<file path="src/rtl/ecc_75_rd_post.sv">
// ---------------------------------------------------------------------------
// ecc_75_rd_post
//   Downstream stage of the 75-bit ECC fault-detecting decoder on the FIFO
//   read path. It registers each corrected read beat and its error flags into
//   a single valid/ready output register with full throughput. It keeps
//   saturating sbit/dbit/fault counters and a sticky error interrupt, and can
//   optionally log the first failing address.
//
//   Optional feature: define ECC_RD_POST_LOG_EN to build the error log FSM.
//   Without it the log_* outputs are tied to zero, but the ports remain.
//
// Ports
//   clk, rst_n             clock, synchronous active-low reset
//   in_vld/in_rdy          decoder beat handshake
//   in_addr, in_data       read address and corrected data of the beat
//   in_sbit_err/dbit/fault error flags reported by the decoder
//   out_vld/out_rdy        consumer handshake
//   out_data, out_err      registered beat, out_err = {fault, dbit, sbit}
//   sbit_irq_en            single-bit errors also raise err_irq
//   err_clr                clears the counters, the interrupt and the log
//   sbit/dbit/fault_cnt    saturating counts of accepted flagged beats
//   err_irq                sticky error interrupt
//   log_vld/ovf/addr/type  first qualifying error capture plus overflow flag
// ---------------------------------------------------------------------------
module ecc_75_rd_post #(
  parameter int DATA_WIDTH = 75,
  parameter int ADDR_WIDTH = 8,
  parameter int CNT_WIDTH  = 16
) (
  input  logic                  clk,
  input  logic                  rst_n,
  input  logic                  in_vld,
  output logic                  in_rdy,
  input  logic [ADDR_WIDTH-1:0] in_addr,
  input  logic [DATA_WIDTH-1:0] in_data,
  input  logic                  in_sbit_err,
  input  logic                  in_dbit_err,
  input  logic                  in_ecc_fault,
  output logic                  out_vld,
  input  logic                  out_rdy,
  output logic [DATA_WIDTH-1:0] out_data,
  output logic [2:0]            out_err,
  input  logic                  sbit_irq_en,
  input  logic                  err_clr,
  output logic [CNT_WIDTH-1:0]  sbit_cnt,
  output logic [CNT_WIDTH-1:0]  dbit_cnt,
  output logic [CNT_WIDTH-1:0]  fault_cnt,
  output logic                  err_irq,
  output logic                  log_vld,
  output logic                  log_ovf,
  output logic [ADDR_WIDTH-1:0] log_addr,
  output logic [2:0]            log_type
);

  logic                  acc;
  logic                  qual;
  logic [2:0]            inErr;

  logic                  outVld_q;
  logic [DATA_WIDTH-1:0] outData_q;
  logic [2:0]            outErr_q;
  logic [CNT_WIDTH-1:0]  sbitCnt_q, sbitCnt_d;
  logic [CNT_WIDTH-1:0]  dbitCnt_q, dbitCnt_d;
  logic [CNT_WIDTH-1:0]  faultCnt_q, faultCnt_d;
  logic                  errIrq_q, errIrq_d;

  // The output register frees up in the same cycle the consumer takes the
  // current beat, so a new beat can be accepted every cycle.
  assign in_rdy = ~outVld_q | out_rdy;
  assign acc    = in_vld & in_rdy;
  assign inErr  = {in_ecc_fault, in_dbit_err, in_sbit_err};
  // A qualifying error both sets the interrupt and is a candidate for the log.
  assign qual   = acc & (in_dbit_err | in_ecc_fault | (in_sbit_err & sbit_irq_en));

  // Saturating counter update. A clear in the same cycle as a hit restarts
  // the count at 1, so that the hit is not lost.
  function automatic logic [CNT_WIDTH-1:0] cntNext(input logic [CNT_WIDTH-1:0] cur,
                                                   input logic hit, input logic clr);
    if (clr) return hit ? CNT_WIDTH'(1) : '0;
    if (hit && (cur != '1)) return cur + CNT_WIDTH'(1);
    return cur;
  endfunction

  // Next-state for the counters and the interrupt. If set and clear arrive
  // together, set wins.
  always_comb begin
    sbitCnt_d  = cntNext(sbitCnt_q,  acc & in_sbit_err,  err_clr);
    dbitCnt_d  = cntNext(dbitCnt_q,  acc & in_dbit_err,  err_clr);
    faultCnt_d = cntNext(faultCnt_q, acc & in_ecc_fault, err_clr);
    errIrq_d   = qual | (errIrq_q & ~err_clr);
  end

  // Output register. The beat is held while the consumer stalls. A reset
  // drops any pending beat. err_clr never touches this path.
  always_ff @(posedge clk) begin
    if (!rst_n) begin
      outVld_q  <= 1'b0;
      outData_q <= '0;
      outErr_q  <= '0;
    end else if (acc) begin
      outVld_q  <= 1'b1;
      outData_q <= in_data;
      outErr_q  <= inErr;
    end else if (out_rdy) begin
      outVld_q  <= 1'b0;
    end
  end

  // Error counters and the sticky interrupt.
  always_ff @(posedge clk) begin
    if (!rst_n) begin
      sbitCnt_q  <= '0;
      dbitCnt_q  <= '0;
      faultCnt_q <= '0;
      errIrq_q   <= 1'b0;
    end else begin
      sbitCnt_q  <= sbitCnt_d;
      dbitCnt_q  <= dbitCnt_d;
      faultCnt_q <= faultCnt_d;
      errIrq_q   <= errIrq_d;
    end
  end

  assign out_vld   = outVld_q;
  assign out_data  = outData_q;
  assign out_err   = outErr_q;
  assign sbit_cnt  = sbitCnt_q;
  assign dbit_cnt  = dbitCnt_q;
  assign fault_cnt = faultCnt_q;
  assign err_irq   = errIrq_q;

`ifdef ECC_RD_POST_LOG_EN
  typedef enum logic [1:0] {L_IDLE, L_HELD, L_OVF} logState_e;

  logState_e             logState_q, logState_d;
  logic [ADDR_WIDTH-1:0] logAddr_q, logAddr_d;
  logic [2:0]            logType_q, logType_d;

  // Log next-state logic. The first qualifying error is captured and later
  // ones only mark overflow. A clear that coincides with a qualifying beat
  // restarts the log holding that beat.
  always_comb begin
    logState_d = logState_q;
    logAddr_d  = logAddr_q;
    logType_d  = logType_q;
    if (err_clr) begin
      if (qual) begin
        logState_d = L_HELD;
        logAddr_d  = in_addr;
        logType_d  = inErr;
      end else begin
        logState_d = L_IDLE;
        logAddr_d  = '0;
        logType_d  = '0;
      end
    end else begin
      case (logState_q)
        L_IDLE: if (qual) begin
          logState_d = L_HELD;
          logAddr_d  = in_addr;
          logType_d  = inErr;
        end
        L_HELD: if (qual) logState_d = L_OVF;
        L_OVF:  ;
        default: logState_d = L_IDLE;
      endcase
    end
  end

  // Log state register.
  always_ff @(posedge clk) begin
    if (!rst_n) begin
      logState_q <= L_IDLE;
      logAddr_q  <= '0;
      logType_q  <= '0;
    end else begin
      logState_q <= logState_d;
      logAddr_q  <= logAddr_d;
      logType_q  <= logType_d;
    end
  end

  assign log_vld  = (logState_q != L_IDLE);
  assign log_ovf  = (logState_q == L_OVF);
  assign log_addr = logAddr_q;
  assign log_type = logType_q;
`else
  // Without the log, the beat address has no consumer.
  logic unusedAddr;
  assign unusedAddr = ^in_addr;

  assign log_vld  = 1'b0;
  assign log_ovf  = 1'b0;
  assign log_addr = '0;
  assign log_type = '0;
`endif

endmodule

</file>
<file path="config.mk">
export PLATFORM = sky130hd
export DESIGN_NAME = ecc_75_rd_post
export DESIGN_NICKNAME = d
export VERILOG_FILES = /design/src/rtl/ecc_75_rd_post.sv
export SDC_FILE = /design/constraint.sdc
export NUM_CORES = 1
export LEC_CHECK = 0
export CORE_ASPECT_RATIO = 0.8
export CORE_MARGIN = 1.5
export CORE_UTILIZATION = 40
export CTS_BUF_LIST = sky130_fd_sc_hd__clkbuf_8
export DETAILED_ROUTE_END_ITERATION = 10
export PLACE_DENSITY = 0.76
export SLEW_MARGIN = 20
export SYNTH_ARGS = -nofsm -noshare
export SYNTH_HDL_FRONTEND = slang
export SYNTH_SLANG_ARGS = --single-unit
</file>
<file path="constraint.sdc">
create_clock -name clk -period 2.6 [get_ports clk]
set_input_delay 0.52 -clock clk [delete_from_list [all_inputs] [get_ports clk]]
set_output_delay 0.52 -clock clk [all_outputs]
set_load 0.01 [all_outputs]
</file>
==> impl_metrics.xml <==
<?xml version="1.0" encoding="UTF-8"?>
<metrics>
  <group name="run_status">
    <metric name="outcome" unit="">finished, final reports clean</metric>
  </group>
  <group name="synthesis">
    <metric name="synth_simple_gate_area_share" unit="%">27.3</metric>
    <metric name="synth-async-reset-ratio" unit="%">0</metric>
    <metric name="synth_enable_flop_cells" unit="">0</metric>
    <metric name="synth_area_in_adders" unit="%">0.663</metric>
    <metric name="largest_family_of_logic_cells_by_synthesized_area" unit="">simple AND/OR/NAND/NOR gates</metric>
    <metric name="syn_avg_cell_area" unit="sq um">8.37</metric>
    <metric name="syn_area" unit="sq um">5670</metric>
    <metric name="post_synth_inst_count" unit="">677</metric>
    <metric name="ys_seq_elements" unit="">128</metric>
    <metric name="post_synthesis_compound_gate_area_fraction" unit="%">18.6</metric>
    <metric name="synthMuxAreaShare" unit="%">3.03</metric>
    <metric name="synth_xor_xnor_area_share" unit="%">0</metric>
    <metric name="synth_cell_types" unit="">48</metric>
    <metric name="synthesis.yosys.warnings" unit="">0</metric>
    <metric name="synth-seq-area-share" unit="%">45.2</metric>
    <metric name="synth_top_flop_cell" unit="">sky130_fd_sc_hd__dfxtp_1</metric>
  </group>
  <group name="pwr">
    <metric name="total_leakage_power" unit="uW">0.00296</metric>
    <metric name="cellPowerDensity" unit="nW/um^2">526</metric>
    <metric name="totalPowerFinal" unit="uW">4430</metric>
    <metric name="combinational_power_share" unit="%">13.1</metric>
    <metric name="p_sw" unit="uW">1090</metric>
    <metric name="netSwitchingFraction" unit="%">24.6</metric>
    <metric name="clkPwrFrac" unit="%">40.1</metric>
    <metric name="power_frac_seq" unit="%">46.9</metric>
    <metric name="vdd.ir_drop.worst" unit="uV">344</metric>
    <metric name="internal_power" unit="uW">3340</metric>
  </group>
  <group name="floorplan">
    <metric name="placement_rows" unit="">38</metric>
    <metric name="die_area" unit="sq um">14900</metric>
    <metric name="design.portCount" unit="">234</metric>
    <metric name="fp.coreArea" unit="sq um">13700</metric>
    <metric name="die_w" unit="um">136</metric>
    <metric name="initial_utilization" unit="%">41.4</metric>
    <metric name="die_h" unit="um">109</metric>
  </group>
  <group name="worst_hold_path">
    <metric name="min_delay_path_depth" unit="">2</metric>
    <metric name="holdPathEnd" unit="">out_data[39]</metric>
    <metric name="worstHoldPathType" unit="">reg -&gt; reg</metric>
    <metric name="min_from" unit="">out_data[39]</metric>
  </group>
  <group name="grt">
    <metric name="grt_antenna_before_repair" unit="">0</metric>
    <metric name="overall_overflow_remaining_after_global_route" unit="">0</metric>
    <metric name="grt_pass1_wl" unit="um">25200</metric>
    <metric name="grt_max_degree" unit="">77</metric>
    <metric name="groute.usage.overall" unit="%">21.7</metric>
    <metric name="first_global_vias" unit="">5202</metric>
  </group>
  <group name="clock_network">
    <metric name="postCtsSetupRepairBufs" unit="">0</metric>
    <metric name="ctsRootBufferMaster" unit="">sky130_fd_sc_hd__clkbuf_8</metric>
    <metric name="path_clk_slew" unit="ns">0.07</metric>
    <metric name="cts_buffers" unit="">17</metric>
    <metric name="clock_tree.buffer_depth" unit="">2</metric>
    <metric name="cts_tree" unit="">built</metric>
    <metric name="clk_lat_worst_skew" unit="ns">0.45</metric>
    <metric name="htreeDepth" unit="">4</metric>
    <metric name="cts.sinks" unit="">128</metric>
    <metric name="post_cts_resize_count" unit="">0</metric>
    <metric name="postCtsHoldBufs" unit="">0</metric>
  </group>
  <group name="critical_path">
    <metric name="cell_by_cell_trace_of_the_critical_path" unit="">clkdlybuf4s50_1 &gt; nor2b_4 &gt; inv_1 &gt; clkdlybuf4s50_1</metric>
    <metric name="timing.critical_path.depth" unit="">4</metric>
    <metric name="setup.reg_to_reg.worst_slack" unit="ns">0.61</metric>
    <metric name="worst-path-buf-inv" unit="">3</metric>
    <metric name="crit_required" unit="ns">2.08</metric>
    <metric name="critical_path.most_common_cell" unit="">sky130_fd_sc_hd__clkdlybuf4s50_1</metric>
    <metric name="critical_path_end_type" unit="">output port</metric>
    <metric name="library_cell_contributing_the_largest_single_delay_on_the_critical_path" unit="">sky130_fd_sc_hd__clkdlybuf4s50_1</metric>
    <metric name="worst_setup_path_start_kind" unit="">input port</metric>
    <metric name="cpLargestDelayFamily" unit="">buffers and inverters</metric>
    <metric name="timing.critical_path.slowest_cell_delay" unit="ns">0.59</metric>
    <metric name="critical_path_class" unit="">in -&gt; out</metric>
    <metric name="critical_path.reg2reg.endpoint" unit="">dbit_cnt[9]</metric>
    <metric name="worstPathArrival" unit="ns">1.88</metric>
    <metric name="reg2regPathDepth" unit="">4</metric>
    <metric name="launch_point_of_the_worst_reg_to_reg_path" unit="">dbit_cnt[0]</metric>
    <metric name="critical_path_peak_fanout" unit="">6</metric>
  </group>
  <group name="flow_run">
    <metric name="cap_violations" unit="">0</metric>
  </group>
  <group name="detailed_routing">
    <metric name="drtAntennaViolNets" unit="">0</metric>
    <metric name="first_pass_detailed_route_iteration_total" unit="">4</metric>
    <metric name="post_route_drc_violation_count" unit="">0</metric>
    <metric name="route.detailed.wl_per_inst" unit="um">14.9</metric>
    <metric name="wirelength" unit="um">16100</metric>
    <metric name="route.vias.total" unit="">5575</metric>
    <metric name="drtIter0Drc" unit="">315</metric>
    <metric name="via_per_inst" unit="">5.16</metric>
  </group>
  <group name="sta">
    <metric name="setup_tns" unit="ns">0</metric>
    <metric name="report.final.setup_viol" unit="">0</metric>
    <metric name="final_max_tran_viols" unit="">0</metric>
    <metric name="post-route-period-util" unit="%">92.1</metric>
    <metric name="clock-skew-final" unit="ns">0.00769</metric>
    <metric name="timing_worst_slew_pin_value" unit="ns">0.634</metric>
    <metric name="slew-limit-headroom" unit="%">57.4</metric>
    <metric name="hold_viol" unit="">0</metric>
    <metric name="rsz0062_at_grt" unit="">false</metric>
    <metric name="achievable_clock_frequency" unit="MHz">417</metric>
    <metric name="final_period_minus_worst_setup_slack" unit="ns">2.40</metric>
  </group>
  <group name="cells_and_area">
    <metric name="final_layout_size_suffix_gt1_share" unit="%">6.77</metric>
    <metric name="nFillCells" unit="">1230</metric>
    <metric name="antenna_cells_inserted" unit="">0</metric>
    <metric name="area_growth_syn_to_layout" unit="%">48.6</metric>
    <metric name="design.final.nets" unit="">983</metric>
  </group>
  <group name="placed_design">
    <metric name="port_buffers" unit="">212</metric>
    <metric name="gp_congestion" unit="">0.869</metric>
    <metric name="post-dp-hpwl" unit="um">11200</metric>
  </group>
</metrics>
-- tightest hold or removal path, cell delays in order (launching register included) --
cell                       delay [ns]
sky130_fd_sc_hd__dfxtp_1         0.31
sky130_fd_sc_hd__nand2_1         0.04
sky130_fd_sc_hd__a21boi_0        0.06
-- state kept, by name (all words and copies together), names as in the netlist --
name,flops
dbit_cnt,16
out_vld,1
sbit_cnt,16
out_err,3
out_data,75
fault_cnt,16
err_irq,1
-- cell type report --
cell class / instances / area, sq um / share of cell area (%)
timing repair buffer: 232 / 2320 / 27.5
multi-input combinational: 500 / 2870 / 34.1
sequential: 128 / 2560 / 30.4
clock inverter: 13 / 145 / 1.72
clock buffer: 19 / 262 / 3.11
inverter: 9 / 33.8 / 0.401
tap: 180 / 225 / 2.68
-- per-stage QoR --
stage,utilization (%),cell area (sq um),hold WS [ns],setup slack (ns),instances
after floorplan,-,5710,0.488,0.634,689
after global placement,58.5,8010,0.450,0.110,1049
after detailed placement,58.5,8010,0.456,0.0776,1049
after CTS,61.5,8420,0.467,0.192,1081
after global routing,61.5,8420,0.480,0.127,1081
final,61.5,8420,0.461,0.204,1081
-- synth_stat cells (5+ instances only) --
cell | n | area share [%]
sky130_fd_sc_hd__a211oi_1 | 5 | 0.66
sky130_fd_sc_hd__a21boi_0 | 79 | 10
sky130_fd_sc_hd__a21oi_1 | 21 | 1.9
sky130_fd_sc_hd__a31oi_1 | 7 | 0.77
sky130_fd_sc_hd__and3_1 | 7 | 0.77
sky130_fd_sc_hd__and4_1 | 13 | 2.0
sky130_fd_sc_hd__buf_1 | 6 | 0.40
sky130_fd_sc_hd__buf_4 | 13 | 1.7
sky130_fd_sc_hd__clkbuf_1 | 29 | 1.9
sky130_fd_sc_hd__dfxtp_1 | 128 | 45
sky130_fd_sc_hd__inv_1 | 9 | 0.60
sky130_fd_sc_hd__mux2i_1 | 16 | 2.8
sky130_fd_sc_hd__nand2_1 | 191 | 13
sky130_fd_sc_hd__nand2b_1 | 13 | 1.4
sky130_fd_sc_hd__nand3_1 | 19 | 1.7
sky130_fd_sc_hd__nand4_1 | 17 | 1.9
sky130_fd_sc_hd__nor2_1 | 8 | 0.53
sky130_fd_sc_hd__nor2b_1 | 6 | 0.66
sky130_fd_sc_hd__nor3_1 | 8 | 0.71
sky130_fd_sc_hd__nor4_1 | 11 | 1.2
sky130_fd_sc_hd__o21ai_0 | 5 | 0.44
sky130_fd_sc_hd__o31ai_1 | 13 | 1.7
sky130_fd_sc_hd__or4_1 | 12 | 1.6
-- metal layers --
| metal | track usage, % | vias up | share of wire, % |
|---|---|---|---|
| met5 | 0 | - | 0 |
| met4 | 7.98 | 0 | 1.7 |
| met3 | 8.53 | 19 | 9.2 |
| met2 | 35.0 | 189 | 45 |
| met1 | 26.4 | 2578 | 44 |
| li1 | - | 2789 | - |
-- cells in the final DEF, fill, tap and decap left out, types with 3 or more instances in the layout --
cell type                         instances
sky130_fd_sc_hd__conb_1                  13
sky130_fd_sc_hd__nor2_1                   7
sky130_fd_sc_hd__nor2b_1                  5
sky130_fd_sc_hd__buf_12                   4
sky130_fd_sc_hd__o211ai_1                 3
sky130_fd_sc_hd__inv_1                   11
sky130_fd_sc_hd__clkbuf_8                19
sky130_fd_sc_hd__nand4_1                 17
sky130_fd_sc_hd__clkdlybuf4s50_1        211
sky130_fd_sc_hd__nor4_1                  11
sky130_fd_sc_hd__mux2i_1                 16
sky130_fd_sc_hd__a41oi_1                  3
sky130_fd_sc_hd__and2_1                   3
sky130_fd_sc_hd__a31oi_1                  7
sky130_fd_sc_hd__o31ai_1                 13
sky130_fd_sc_hd__a21boi_0                79
sky130_fd_sc_hd__ha_1                     3
sky130_fd_sc_hd__and3_1                   7
sky130_fd_sc_hd__and4_1                  13
sky130_fd_sc_hd__buf_4                   16
sky130_fd_sc_hd__or4_1                   12
sky130_fd_sc_hd__clkinv_2                 5
sky130_fd_sc_hd__clkinvlp_4               3
sky130_fd_sc_hd__nand2_1                190
sky130_fd_sc_hd__a211oi_1                 5
sky130_fd_sc_hd__nand3_1                 19
sky130_fd_sc_hd__bufinv_16                3
sky130_fd_sc_hd__a21oi_1                 21
sky130_fd_sc_hd__dfxtp_1                128
sky130_fd_sc_hd__a2111oi_0                3
sky130_fd_sc_hd__o21ai_0                  5
sky130_fd_sc_hd__nor3_1                   8
sky130_fd_sc_hd__nand2b_1                13
-- logic make-up after synthesis --
kind of cell	after synthesis
buffers and inverters	61
muxes	17
and+or+nand+nor	320
AOI/OAI and AO/OA	147
adders and majority gates	3
other	1
DFF	128
-- how the worst max path moves through the flow --
stage / from / to / slack, ns
floorplan: out_rdy / dbit_cnt[5] / 0.63
global placement: in_dbit_err / dbit_cnt[5] / 0.11
detailed placement: in_dbit_err / dbit_cnt[9] / 0.08
CTS: out_rdy / in_rdy / 0.19
global route: out_rdy / in_rdy / 0.13
finish: out_rdy / in_rdy / 0.20
-- power by group through the flow --
stage          logic, uW  registers (uW)  clock network (uW)
4_1_cts              585            2080                1820
5_1_grt              630            2080                1890
3_5_place_dp         581            2120                   0
2_1_floorplan        201            2150                   0
3_3_place_gp         576            2120                   0
6_report             578            2080                1770
Power figures use the tool's default switching activity.
